<file path="src/rtl/pc_pkg.sv">
// Shared fetch-stage constants and types.
// The PC register, the incrementer and the return-address stack all use this package.
package pc_pkg;

  localparam int PC_ADDR_W = 11;
  localparam int RAS_DEPTH = 8;

  typedef logic [PC_ADDR_W-1:0] pc_addr_t;

endpackage

</file>
<file path="src/rtl/pc_return_stack_if.sv">
// Sequencer <-> return-address stack port bundle.
// The sequencer is the master. The stack is the slave.
interface pc_return_stack_if #(
  parameter int ADDR_W = 11,
  parameter int DEPTH  = 8
);

  localparam int CNT_W = $clog2(DEPTH) + 1;

  logic              push;
  logic [ADDR_W-1:0] push_addr;
  logic              pop;
  logic              clr_err;
  logic [ADDR_W-1:0] top_addr;
  logic              empty;
  logic              full;
  logic [CNT_W-1:0]  count;
  logic              overflow;
  logic              underflow;

  modport master (
    output push, push_addr, pop, clr_err,
    input  top_addr, empty, full, count, overflow, underflow
  );

  modport slave (
    input  push, push_addr, pop, clr_err,
    output top_addr, empty, full, count, overflow, underflow
  );

endinterface

</file>
<file path="src/rtl/pc_stack_ptr.sv">
// Modulo-DEPTH up/down write pointer for the return stack.
// It also provides the index of the current top entry.
module pc_stack_ptr #(
  parameter int DEPTH = 8,
  parameter int PTR_W = $clog2(DEPTH)
) (
  input  logic             clk,
  input  logic             rst,
  input  logic             inc,
  input  logic             dec,
  output logic [PTR_W-1:0] wp,
  output logic [PTR_W-1:0] wp_m1
);

  logic [PTR_W-1:0] wp_q;
  logic [PTR_W-1:0] wp_d;

  // Next pointer: a simultaneous inc and dec cancel out. DEPTH is a power of two, so wrap is free.
  always_comb begin
    wp_d = wp_q;
    if (inc && !dec) begin
      wp_d = wp_q + PTR_W'(1);
    end else if (dec && !inc) begin
      wp_d = wp_q - PTR_W'(1);
    end else begin
      wp_d = wp_q;
    end
  end

  // Pointer register
  always_ff @(posedge clk or posedge rst) begin
    if (rst) begin
      wp_q <= {PTR_W{1'b0}};
    end else begin
      wp_q <= wp_d;
    end
  end

  assign wp    = wp_q;
  assign wp_m1 = wp_q - PTR_W'(1);

endmodule

</file>
<file path="src/rtl/pc_return_stack.sv">
// Circular return-address LIFO for the PC sequencer.
// It provides occupancy status and sticky overflow/underflow flags.
module pc_return_stack
  import pc_pkg::*;
#(
  parameter int ADDR_W = PC_ADDR_W,
  parameter int DEPTH  = RAS_DEPTH
) (
  input  logic               clk,
  input  logic               rst,
  pc_return_stack_if.slave   bus
);

  localparam int PTR_W = $clog2(DEPTH);
  localparam int CNT_W = $clog2(DEPTH) + 1;

  logic [ADDR_W-1:0] mem_q [DEPTH];
  logic [ADDR_W-1:0] mem_d [DEPTH];
  logic [CNT_W-1:0]  count_q;
  logic [CNT_W-1:0]  count_d;
  logic              overflow_q;
  logic              overflow_d;
  logic              underflow_q;
  logic              underflow_d;

  logic [PTR_W-1:0]  wp_s;
  logic [PTR_W-1:0]  wp_m1_s;
  logic              ptr_inc_s;
  logic              ptr_dec_s;
  logic              wr_en_s;
  logic [PTR_W-1:0]  wr_idx_s;
  logic              ovf_set_s;
  logic              udf_set_s;
  logic              empty_s;
  logic              full_s;

  pc_stack_ptr #(
    .DEPTH (DEPTH),
    .PTR_W (PTR_W)
  ) u_ptr (
    .clk   (clk),
    .rst   (rst),
    .inc   (ptr_inc_s),
    .dec   (ptr_dec_s),
    .wp    (wp_s),
    .wp_m1 (wp_m1_s)
  );

  // Decode push/pop into pointer moves, write slot, count update and error events.
  always_comb begin
    empty_s   = (count_q == {CNT_W{1'b0}});
    full_s    = (count_q == CNT_W'(DEPTH));
    ptr_inc_s = 1'b0;
    ptr_dec_s = 1'b0;
    wr_en_s   = 1'b0;
    wr_idx_s  = wp_s;
    ovf_set_s = 1'b0;
    udf_set_s = 1'b0;
    count_d   = count_q;
    case ({bus.push, bus.pop})
      2'b10: begin
        ptr_inc_s = 1'b1;
        wr_en_s   = 1'b1;
        wr_idx_s  = wp_s;
        if (full_s) begin
          ovf_set_s = 1'b1;
          count_d   = count_q;
        end else begin
          ovf_set_s = 1'b0;
          count_d   = count_q + CNT_W'(1);
        end
      end
      2'b01: begin
        if (empty_s) begin
          udf_set_s = 1'b1;
        end else begin
          ptr_dec_s = 1'b1;
          count_d   = count_q - CNT_W'(1);
        end
      end
      2'b11: begin
        // A tail call on a non-empty stack rewrites the top in place, even when the stack is full.
        wr_en_s = 1'b1;
        if (empty_s) begin
          ptr_inc_s = 1'b1;
          wr_idx_s  = wp_s;
          count_d   = CNT_W'(1);
          udf_set_s = 1'b1;
        end else begin
          wr_idx_s  = wp_m1_s;
        end
      end
      default: begin
        count_d = count_q;
      end
    endcase
    overflow_d  = (overflow_q  & ~bus.clr_err) | ovf_set_s;
    underflow_d = (underflow_q & ~bus.clr_err) | udf_set_s;
  end

  // Next array contents
  always_comb begin
    mem_d = mem_q;
    if (wr_en_s) begin
      mem_d[wr_idx_s] = bus.push_addr;
    end else begin
      mem_d = mem_q;
    end
  end

  // Storage is unreset; the zero count is what hides stale contents after reset.
  always_ff @(posedge clk) begin
    mem_q <= mem_d;
  end

  // Occupancy and sticky error registers
  always_ff @(posedge clk or posedge rst) begin
    if (rst) begin
      count_q     <= {CNT_W{1'b0}};
      overflow_q  <= 1'b0;
      underflow_q <= 1'b0;
    end else begin
      count_q     <= count_d;
      overflow_q  <= overflow_d;
      underflow_q <= underflow_d;
    end
  end

  assign bus.top_addr  = empty_s ? {ADDR_W{1'b0}} : mem_q[wp_m1_s];
  assign bus.empty     = empty_s;
  assign bus.full      = full_s;
  assign bus.count     = count_q;
  assign bus.overflow  = overflow_q;
  assign bus.underflow = underflow_q;

endmodule

</file>
<file path="src/flat_wrapper.sv">
// flat-port wrapper written by rule: the top's interface ports become plain ports
module pc_return_stack_flat import pc_pkg::*;
#(
  parameter int ADDR_W = PC_ADDR_W,
  parameter int DEPTH  = RAS_DEPTH
)
  (clk, rst, bus_push, bus_push_addr, bus_pop, bus_clr_err, bus_top_addr, bus_empty, bus_full, bus_count, bus_overflow, bus_underflow);
  pc_return_stack_if #(.ADDR_W(ADDR_W), .DEPTH(DEPTH)) bus_i ();
  input  logic clk;
  input  logic rst;
  input wire logic [$bits(bus_i.push)-1:0] bus_push;
  input wire logic [$bits(bus_i.push_addr)-1:0] bus_push_addr;
  input wire logic [$bits(bus_i.pop)-1:0] bus_pop;
  input wire logic [$bits(bus_i.clr_err)-1:0] bus_clr_err;
  output wire logic [$bits(bus_i.top_addr)-1:0] bus_top_addr;
  output wire logic [$bits(bus_i.empty)-1:0] bus_empty;
  output wire logic [$bits(bus_i.full)-1:0] bus_full;
  output wire logic [$bits(bus_i.count)-1:0] bus_count;
  output wire logic [$bits(bus_i.overflow)-1:0] bus_overflow;
  output wire logic [$bits(bus_i.underflow)-1:0] bus_underflow;
  assign bus_i.push = bus_push;
  assign bus_i.push_addr = bus_push_addr;
  assign bus_i.pop = bus_pop;
  assign bus_i.clr_err = bus_clr_err;
  assign bus_top_addr = bus_i.top_addr;
  assign bus_empty = bus_i.empty;
  assign bus_full = bus_i.full;
  assign bus_count = bus_i.count;
  assign bus_overflow = bus_i.overflow;
  assign bus_underflow = bus_i.underflow;
  pc_return_stack #(.ADDR_W(ADDR_W), .DEPTH(DEPTH)) u_core (.clk(clk), .rst(rst), .bus(bus_i));
endmodule
</file>
<file path="config.mk">
export PLATFORM = sky130hd
export DESIGN_NAME = pc_return_stack_flat
export DESIGN_NICKNAME = d
export VERILOG_FILES = /design/src/rtl/pc_pkg.sv /design/src/rtl/pc_return_stack_if.sv /design/src/rtl/pc_stack_ptr.sv /design/src/rtl/pc_return_stack.sv /design/src/flat_wrapper.sv
export SDC_FILE = /design/constraint.sdc
export NUM_CORES = 1
export LEC_CHECK = 0
export ABC_AREA = 1
export CORE_MARGIN = 2
export CORE_UTILIZATION = 41
export DETAILED_ROUTE_END_ITERATION = 10
export SYNTH_ARGS = -nofsm -noshare
export SYNTH_HDL_FRONTEND = slang
export SYNTH_SLANG_ARGS = --single-unit
</file>
<file path="constraint.sdc">
create_clock -name clk -period 3.9 [get_ports clk]
set_input_delay 0.39 -clock clk [delete_from_list [all_inputs] [get_ports clk]]
set_output_delay 0.39 -clock clk [all_outputs]
set_load 0.01 [all_outputs]
</file>
### Yosys cells after proc, flatten, opt, wreduce, memory -nomap -nowiden

Index checks and enable logic that the tools add are counted.

| storage, ports and cells | value |
|---|---|
| register bits | 97 |
| input port bits | 16 |
| output and inout bits | 19 |
| logic and storage cells | 67 |

| cells by class | value |
|---|---|
| $add $sub $neg | 4 |
| $lt $le $gt $ge | 3 |
| equality and inequality tests | 7 |
| multiplexer cells | 23 |
| bitwise logic cells | 7 |
| reduce and logical (&&, ||, !) cells | 11 |

Operators by type and width:

| operator | number |
|---|---|
| 88-bit bitwise mux | 1 |
| 11-bit 2-to-1 mux | 4 |
| 11-bit binary-select mux with 3-bit select | 1 |
| 11-bit demux with 3-bit select | 1 |
| 3-bit 2-to-1 mux | 4 |
| 4-bit 2-to-1 mux | 3 |
| 4-bit case mux with 3 select lines | 1 |
| 4-bit greater-or-equal comparator (second input constant) | 2 |
| 3-bit NOT with 4-bit output | 2 |
| 1-bit 2-to-1 mux | 7 |
| 4-bit by 1-bit adder with 4-bit output (second input constant) | 1 |
| 2-bit equality test (second input constant) | 2 |
| 4-bit equality test (second input constant) | 1 |
| 4-bit zero test | 1 |
| 4-bit by 1-bit < comparator with 1-bit output (second input constant) | 1 |
| 2-bit inequality test (second input constant) | 2 |
| 4-bit AND reduction | 1 |
| 2-bit OR reduction | 2 |
| 4-bit by 1-bit subtractor with 4-bit output (second input constant) | 1 |
| 3-bit by 1-bit adder with 3-bit output (second input constant) | 1 |
| 1-bit logical AND | 3 |
| 3-bit nonzero test | 1 |
| 3-bit by 1-bit subtractor with 3-bit output (second input constant) | 1 |
| 1-bit AND | 2 |
| other kinds (7) | 9 |

### Depth between registers and ports, before layout

Gate-level depths: netlist (run 1).

| logic depth | value |
|---|---|
| depth in word-level cells | 9 |
| mapped depth | 12 |
| depth with buffers taken out | 12 |

### Modules after synthesis

From an unflattened synthesis (run 1), not the netlist that was laid out.

| unflattened totals | value |
|---|---|
| cell total of the unflattened synthesis | 386 |
| area total of the unflattened synthesis | 4,241.6 um^2 |

By module, submodules not included:

| module | times used | cells each | area an instance (um^2) | sequential area each (um^2) |
|---|---|---|---|---|
| pc_return_stack | 1 | 355 | 4,015.1 | 2,792.7 |
| pc_stack_ptr | 1 | 31 | 226.5 | 75.1 |

### Worst setup path before layout (run 1)

OpenSTA, ideal clock, no wires.

| timing path | value |
|---|---|
| kind | reg2reg |
| from | reg, netlist name u_core.u_ptr.wp[0] |
| to | reg u_core.mem_q[44] in the netlist's numbering (enable) |
| library setup time | 0.378 ns |
| arrival time | 1.911 ns |
| data required time | 3.522 ns |
| path slack | 1.611 ns |
| cell stages (with the launch flop) | 9 |
| buffers on the path | 3 |
| period minus slack after synthesis | 2.289 ns |
| cells stage by stage | dfrtp_1 > buf_6 > inv_4 > buf_4 > ha_1 > buf_2 > o21ai_2 > nand2_1 > nor2_1 |

RTL lines:

| what | line | source |
|---|---|---|
| to (signal assigned) | pc_return_stack.sv:113 | `mem_q <= mem_d;` |
| to (decl) | pc_return_stack.sv:17 | `logic [ADDR_W-1:0] mem_q [DEPTH];` |

### Worst setup path after layout (run 1)

| timing path | value |
|---|---|
| from | reg u_core.u_ptr.wp_q[0] (netlist: u_core.u_ptr.wp[0]) |
| to | out bus_top_addr[5] |

| on the way | value |
|---|---|
| word-level cells in the longest chain between the ends | 6 |

Ends and longest elaborated chain:

| what | line | source |
|---|---|---|
| from (decl) | pc_stack_ptr.sv:15 | `logic [PTR_W-1:0] wp_q;` |
| from (signal assigned) | pc_stack_ptr.sv:33 | `wp_q <= {PTR_W{1'b0}};` |
| from (signal assigned) | pc_stack_ptr.sv:35 | `wp_q <= wp_d;` |
| 3-bit by 1-bit subtractor with 3-bit output | pc_stack_ptr.sv:40 | `assign wp_m1 = wp_q - PTR_W'(1);` |
| 3-bit NOT with 4-bit output (implied by the code) | pc_return_stack.sv:129 | `assign bus.top_addr = empty_s ? {ADDR_W{1'b0}} : mem_q[wp_m1_s];` |
| 11-bit binary-select mux with 3-bit select | pc_return_stack.sv:129 |  |
| 11-bit 2-to-1 mux (implied by the code) (2 in a row) | pc_return_stack.sv:129 |  |
| 11-bit 2-to-1 mux | pc_return_stack.sv:129 |  |
| to (decl) | flat_wrapper.sv:15 | `output wire logic [$bits(bus_i.top_addr)-1:0] bus_top_addr;` |

No other way between the ends. The select of a mux whose other input is x is not followed.

==> results of run 1 <==
-- area by class of cell --
cell class	count	area, um2	share of cell area
clock buffers	10	128	0.0256
inverters	22	86.3	0.0173
clock inverters	6	90.1	0.0181
flip-flops and latches	97	2870	0.575
well taps	136	170	0.0341
multi-input cells	242	1220	0.245
repair buffers	45	423	0.0848
-- where the power goes --
| part | internal (mW) | switching (mW) |
|---|---|---|
| registers | 1.34 | 0.0887 |
| clock network | 0.364 | 0.347 |
| logic | 0.877 | 1.29 |
| total | 2.58 | 1.73 |
-- worst register-to-register path, cell delays in order (launching register included) --
cell     delay (ns)
dfrtp_1        0.42
inv_4          0.38
ha_1           0.30
xnor2_2        0.11
buf_4          0.24
inv_2          0.17
o21ai_2        0.21
nand2_1        0.09
nor2_1         0.50
buf_4          0.30
-- worst paths after layout --
kind | slack [ns] | from | depth (start not counted) | end
min in group clk | 0.54 | u_core.bus.underflow | 2 | u_core.bus.underflow
max | 0.57 | u_core.u_ptr.wp[0] | 8 | bus_top_addr[5]
max in group asynchronous | 3.32 | rst | 2 | u_core.u_ptr.wp[0]
max reg2reg | 0.90 | u_core.u_ptr.wp[0] | 9 | u_core.mem_q[51]
min reg2reg | 0.54 | u_core.bus.underflow | 2 | u_core.bus.underflow
min | 0.30 | rst | 2 | u_core.bus.underflow
-- per-stage QoR --
step                hold slack, ns  power, mW  instances   util  instance area, um2
floorplan                    0.218       2.82        378      -                4280
finish                       0.296       4.31        558  0.488                4990
global route                 0.328       4.67        558  0.488                4990
global placement             0.521       3.61        542  0.466                4770
detailed placement           0.531       3.63        542  0.466                4770
CTS                          0.299       4.34        558  0.488                4990
-- metal layers --
layer	vias up	wire, um	track usage
met4	0	104	0.0592
met3	9	398	0.0294
met2	70	4450	0.284
met5	-	0	0
li1	1378	-	-
met1	1356	3860	0.226
-- cell families (layout without fill, tap and decap cells) --
kind of cell,count (synthesis),count (layout),share of synthesized area
AOI/OAI and AO/OA,88,88,0.105
xor gates and xnor gates,8,8,0.0225
adders and majority gates,5,5,0.0146
buffers and inverters,39,83,0.0444
DFF,97,97,0.670
and+or+nand+nor,141,141,0.144
-- registers in the layout, indices dropped and copies added (netlist names) --
signal / flops
u_core.bus.underflow: 1
u_core.bus.count: 4
u_core.mem_q: 88
u_core.u_ptr.wp: 3
u_core.bus.overflow: 1
-- layout by cell type, fill, tap and decap left out, types with 2 or more instances in the layout --
cell	n
nor2_1	99
edfxtp_1	88
o21ai_0	71
clkdlybuf4s50_1	34
nand2_1	20
inv_1	16
o21ai_1	12
buf_4	11
clkbuf_8	9
dfrtp_1	9
nand2_2	7
xor2_1	5
ha_1	5
inv_2	4
nand3_1	4
nor2_2	2
nand2_4	2
o21ai_2	2
a21oi_1	2
clkinv_4	2
bufinv_16	2
==> results.toml, run 1 <==
[sta]
relSlewSlack = 0.584
finalCritPeriodShare = 0.855
skew_ns = 0.0127
max_freq_mhz = 300
fin_tns_setup_ns = 0
finalSetupViolCount = 0
fin_ws_ns = 0.566
worst_pin_slew_ns = 0.622
slew_violations = 0
rsz0062_at_grt = "no"
hold_viol_final = 0
min_period_ns = 3.33

[global_routing]
grt_pass1_vias = 2798
grt.total_usage = 0.171
grt_antenna_before_repair = 0
grt_pass1_wl_um = 14700
grt.overflow.total = 0
grt_max_degree = 47

[detailed_routing]
vias = 2813
via_per_inst = 5.04
drt_wl_total_um = 8810
avgRoutedWirePerCell_um = 15.8
drt-initial-drc-count = 216
first_pass_iters = 4
antenna_left = 0
route.detailed.drc = 0

[floorplanning]
start_util = 0.419
die_x_um = 106
coreArea_um2 = 10200
chipHeight_um = 106
row_count = 37
pin_count = 35
die_area_um2 = 11300

[min_path]
hp-class = "input pin to asynchronous set/reset pin"

[synth]
synth_area_leaders = "edfxtp_1, nor2_1, o21ai_0, dfrtp_1, nand2_1"
yosysMostFrequentCell = "nor2_1"
ys_ff_latch = 97
synth_fp_nets = 399
synth-edff-count = 88
syn_avg_cell_area_um2 = 11.3
ys_top_cells_by_count = "nor2_1, edfxtp_1, o21ai_0"
seq_area_frac_synth = 0.670
synthDistinctLibCells = 33
ys_warn_count = 0
synthCells = 378
synth_ff_type = "edfxtp_1"
ys_async_sr_fraction = 0.0928
syn_area_um2 = 4280
yosysTopAreaCell = "edfxtp_1"
synth_top_area_frac = 0.617

[layout]
fin_nets = 438
n_fill_cell = 934
drive_gt1_frac = 0.118
antenna_cells = 0
syn_to_final_growth_pct = 16.5

[setup_path]
crit_buf_inv = 3
crit_family = "buffers and inverters"
start_kind = "flop"
critPathMaxStageDelay_ns = 0.58
critPathMostFrequentCell = "o21ai_1"
endpoint_kind = "output port"
crit_chain = "inv_4 -> ha_1 -> buf_4 -> o21ai_0 -> o21ai_1 -> o21ai_1 -> nor2_1 -> clkdlybuf4s50_1"
critPathKind = "flop to output port"
required_ns = 3.51
worst-endpoint-arrival_ns = 2.94
critical_path_peak_fanout = 46
critPathSlowestCell = "clkdlybuf4s50_1"

[clock_tree]
htreeDepth = 3
hold_buffers = 0
clkLatencyLatePin_ns = 0.35
clkSinkCount = 97
post_cts_resized = 0
cts.clk_slew.worst_paths_ns = 0.10
post_cts_buffers = 0
cts_buffers = 9
cts_buffer_depth = 2
cts-root-buf = "clkbuf_8"
cts_tree = "done"

[run_status]
outcome = "finished, final reports clean"

[placement]
dp_hpwl_um = 5790
place_congestion = 0.784
place_ws_ns = 0.896
port_buffers = 34

[power]
p_per_area_nw_per_um2 = 863
vdd_drop_max_mv = 0.556
p_leak_nw = 1.80

[job]
drv_cap = 0
(Power assumes the default switching activity.)
==> inputs of run 2 (changes only) <==
--- a/config.mk
+++ b/config.mk
@@ -9,6 +9,7 @@
 export CORE_MARGIN = 2
 export CORE_UTILIZATION = 41
 export DETAILED_ROUTE_END_ITERATION = 10
+export PLACE_DENSITY = 0.72
 export SYNTH_ARGS = -nofsm -noshare
 export SYNTH_HDL_FRONTEND = slang
 export SYNTH_SLANG_ARGS = --single-unit
==> constraint.sdc (replaced) <==
create_clock -name clk -period 3.9 [get_ports clk]
set_input_delay 1.17 -clock clk [delete_from_list [all_inputs] [get_ports clk]]
set_output_delay 1.17 -clock clk [all_outputs]
set_load 0.01 [all_outputs]
==> results.toml, run 2 (synthesized netlist as in run 1, its figures left out) <==
[clock_tree]
cts_buffer_depth = 2
clkLatencyLatePin_ns = 0.35
hold_buffers = 0
cts_tree = "done"
cts_buffers = 9
cts-root-buf = "clkbuf_8"
htreeDepth = 3
clkSinkCount = 97
cts.clk_slew.worst_paths_ns = 0.10

[floorplanning]
die_x_um = 106
coreArea_um2 = 10200
row_count = 37
start_util = 0.419
die_area_um2 = 11300
pin_count = 35
chipHeight_um = 106

[global_routing]
grt_pass1_wl_um = 14200
grt_max_degree = 47
grt_pass1_vias = 2743
grt_antenna_before_repair = 0
grt.total_usage = 0.165
grt.overflow.total = 0

[detailed_routing]
avgRoutedWirePerCell_um = 15.5
drt_wl_total_um = 8690
first_pass_iters = 4
via_per_inst = 5.04
antenna_left = 0
route.detailed.drc = 0
drt-initial-drc-count = 229
vias = 2828

[setup_path]
worst-endpoint-arrival_ns = 2.54
critPathMaxStageDelay_ns = 0.55
endpoint_kind = "output port"
critPathKind = "flop to output port"
crit_family = "buffers and inverters"
crit_buf_inv = 3
timing.reg2reg.setup_slack_ns = 1.69
required_ns = 2.73
crit_chain = "inv_1 -> ha_1 -> buf_6 -> o21ai_0 -> o21ai_0 -> nor2_1 -> nor2_1 -> clkdlybuf4s50_1"
critPathSlowestCell = "clkdlybuf4s50_1"
start_kind = "flop"
critical_path_peak_fanout = 28

[power]
vdd_drop_max_mv = 0.482
p_leak_nw = 1.80
p_per_area_nw_per_um2 = 852

[sta]
max_freq_mhz = 270
finalCritPeriodShare = 0.950
fin_tns_setup_ns = 0
min_period_ns = 3.71
slew_violations = 0
worst_pin_slew_ns = 0.514
skew_ns = 0.00587
hold_viol_final = 0
finalSetupViolCount = 0
relSlewSlack = 0.657
rsz0062_at_grt = "no"

[layout]
drive_gt1_frac = 0.127
n_fill_cell = 897
fin_nets = 441
final_common_cell = "nor2_1"
final_area_um2 = 4980
layout_common_cells = "nor2_1, edfxtp_1, o21ai_0"
syn_to_final_growth_pct = 16.3
regMostFlops = "u_core.mem_q"
largest_reg_flops = 88
antenna_cells = 0

[placement]
place_congestion = 0.837
dp_hpwl_um = 5430
placed_area_um2 = 4790
port_buffers = 34

[min_path]
hp-class = "flop to flop"

[job]
drv_cap = 0

[run_status]
outcome = "finished, final reports clean"
## run 2: cell count changes in the layout (fill, tap and decap cells not counted), sizes merged
cell	before	now
buf	11	14
bufinv	2	0
clkbuf	10	9
clkinv	4	3
clkinvlp	0	1
inv	22	25
## run 2: worst paths after layout
path | start | endpoint | depth (start not counted)
max | u_core.u_ptr.wp[1] | bus_top_addr[8] | 8
min | u_core.bus.underflow | u_core.bus.underflow | 2
max reg2reg | u_core.u_ptr.wp[1] | u_core.mem_q[58] | 8
min reg2reg | u_core.bus.underflow | u_core.bus.underflow | 2
max in group asynchronous | rst | u_core.bus.count[2] | 2
min in group asynchronous | rst | u_core.bus.count[1] | 2
## run 2: report_power, final
| part | leakage (nW) | total [mW] | internal, mW | switching (mW) |
|---|---|---|---|---|
| Combinational | 0.792 | 2.21 | 0.908 | 1.30 |
| Clock | 0.0917 | 0.606 | 0.244 | 0.361 |
| Sequential | 0.913 | 1.43 | 1.34 | 0.0872 |
| Total | 1.80 | 4.24 | 2.49 | 1.75 |
## run 2: metal layers
metal  track usage  vias to the layer above  wire length, um
li1              -                     1389                -
met1         0.235                     1359             3990
met2         0.253                       76             4170
met3        0.0349                        4              482
met4        0.0545                        0               47
met5             0                        -                0
## run 2: timing repair
action	CTS	global route
buffers inserted	0	0
endpoints found under the setup margin	0	2
gates resized for setup	0	1
## run 2: worst reg2reg max path: stages (launching register included)
cell	delay [ns]
dfrtp_1	0.43
inv_1	0.07
ha_1	0.21
xnor2_2	0.33
inv_2	0.22
o21ai_2	0.20
nand2_1	0.10
nor2_1	0.12
buf_4	0.24
## run 2: cell type report
cell class,count,area [um2],area share
clock buffers,9,124,0.0249
clock inverters,7,60.1,0.0121
inverters,22,86.3,0.0173
multi-input cells,242,1220,0.246
flip-flops and latches,97,2870,0.576
well taps,136,170,0.0342
repair buffers,48,449,0.0902
## run 2: per-stage QoR
stage / setup WS (ns) / utilization / std cells / total power, mW / hold slack [ns]
final: 0.194 / 0.487 / 561 / 4.24 / 0.542
after floorplan: 0.948 / - / 378 / 2.82 / 0.513
after global placement: 0.626 / 0.469 / 545 / 3.59 / 0.519
after global routing: 0.0227 / 0.487 / 561 / 4.59 / 0.567
after detailed placement: 0.546 / 0.469 / 545 / 3.66 / 0.530
after CTS: 0.118 / 0.487 / 561 / 4.27 / 0.547
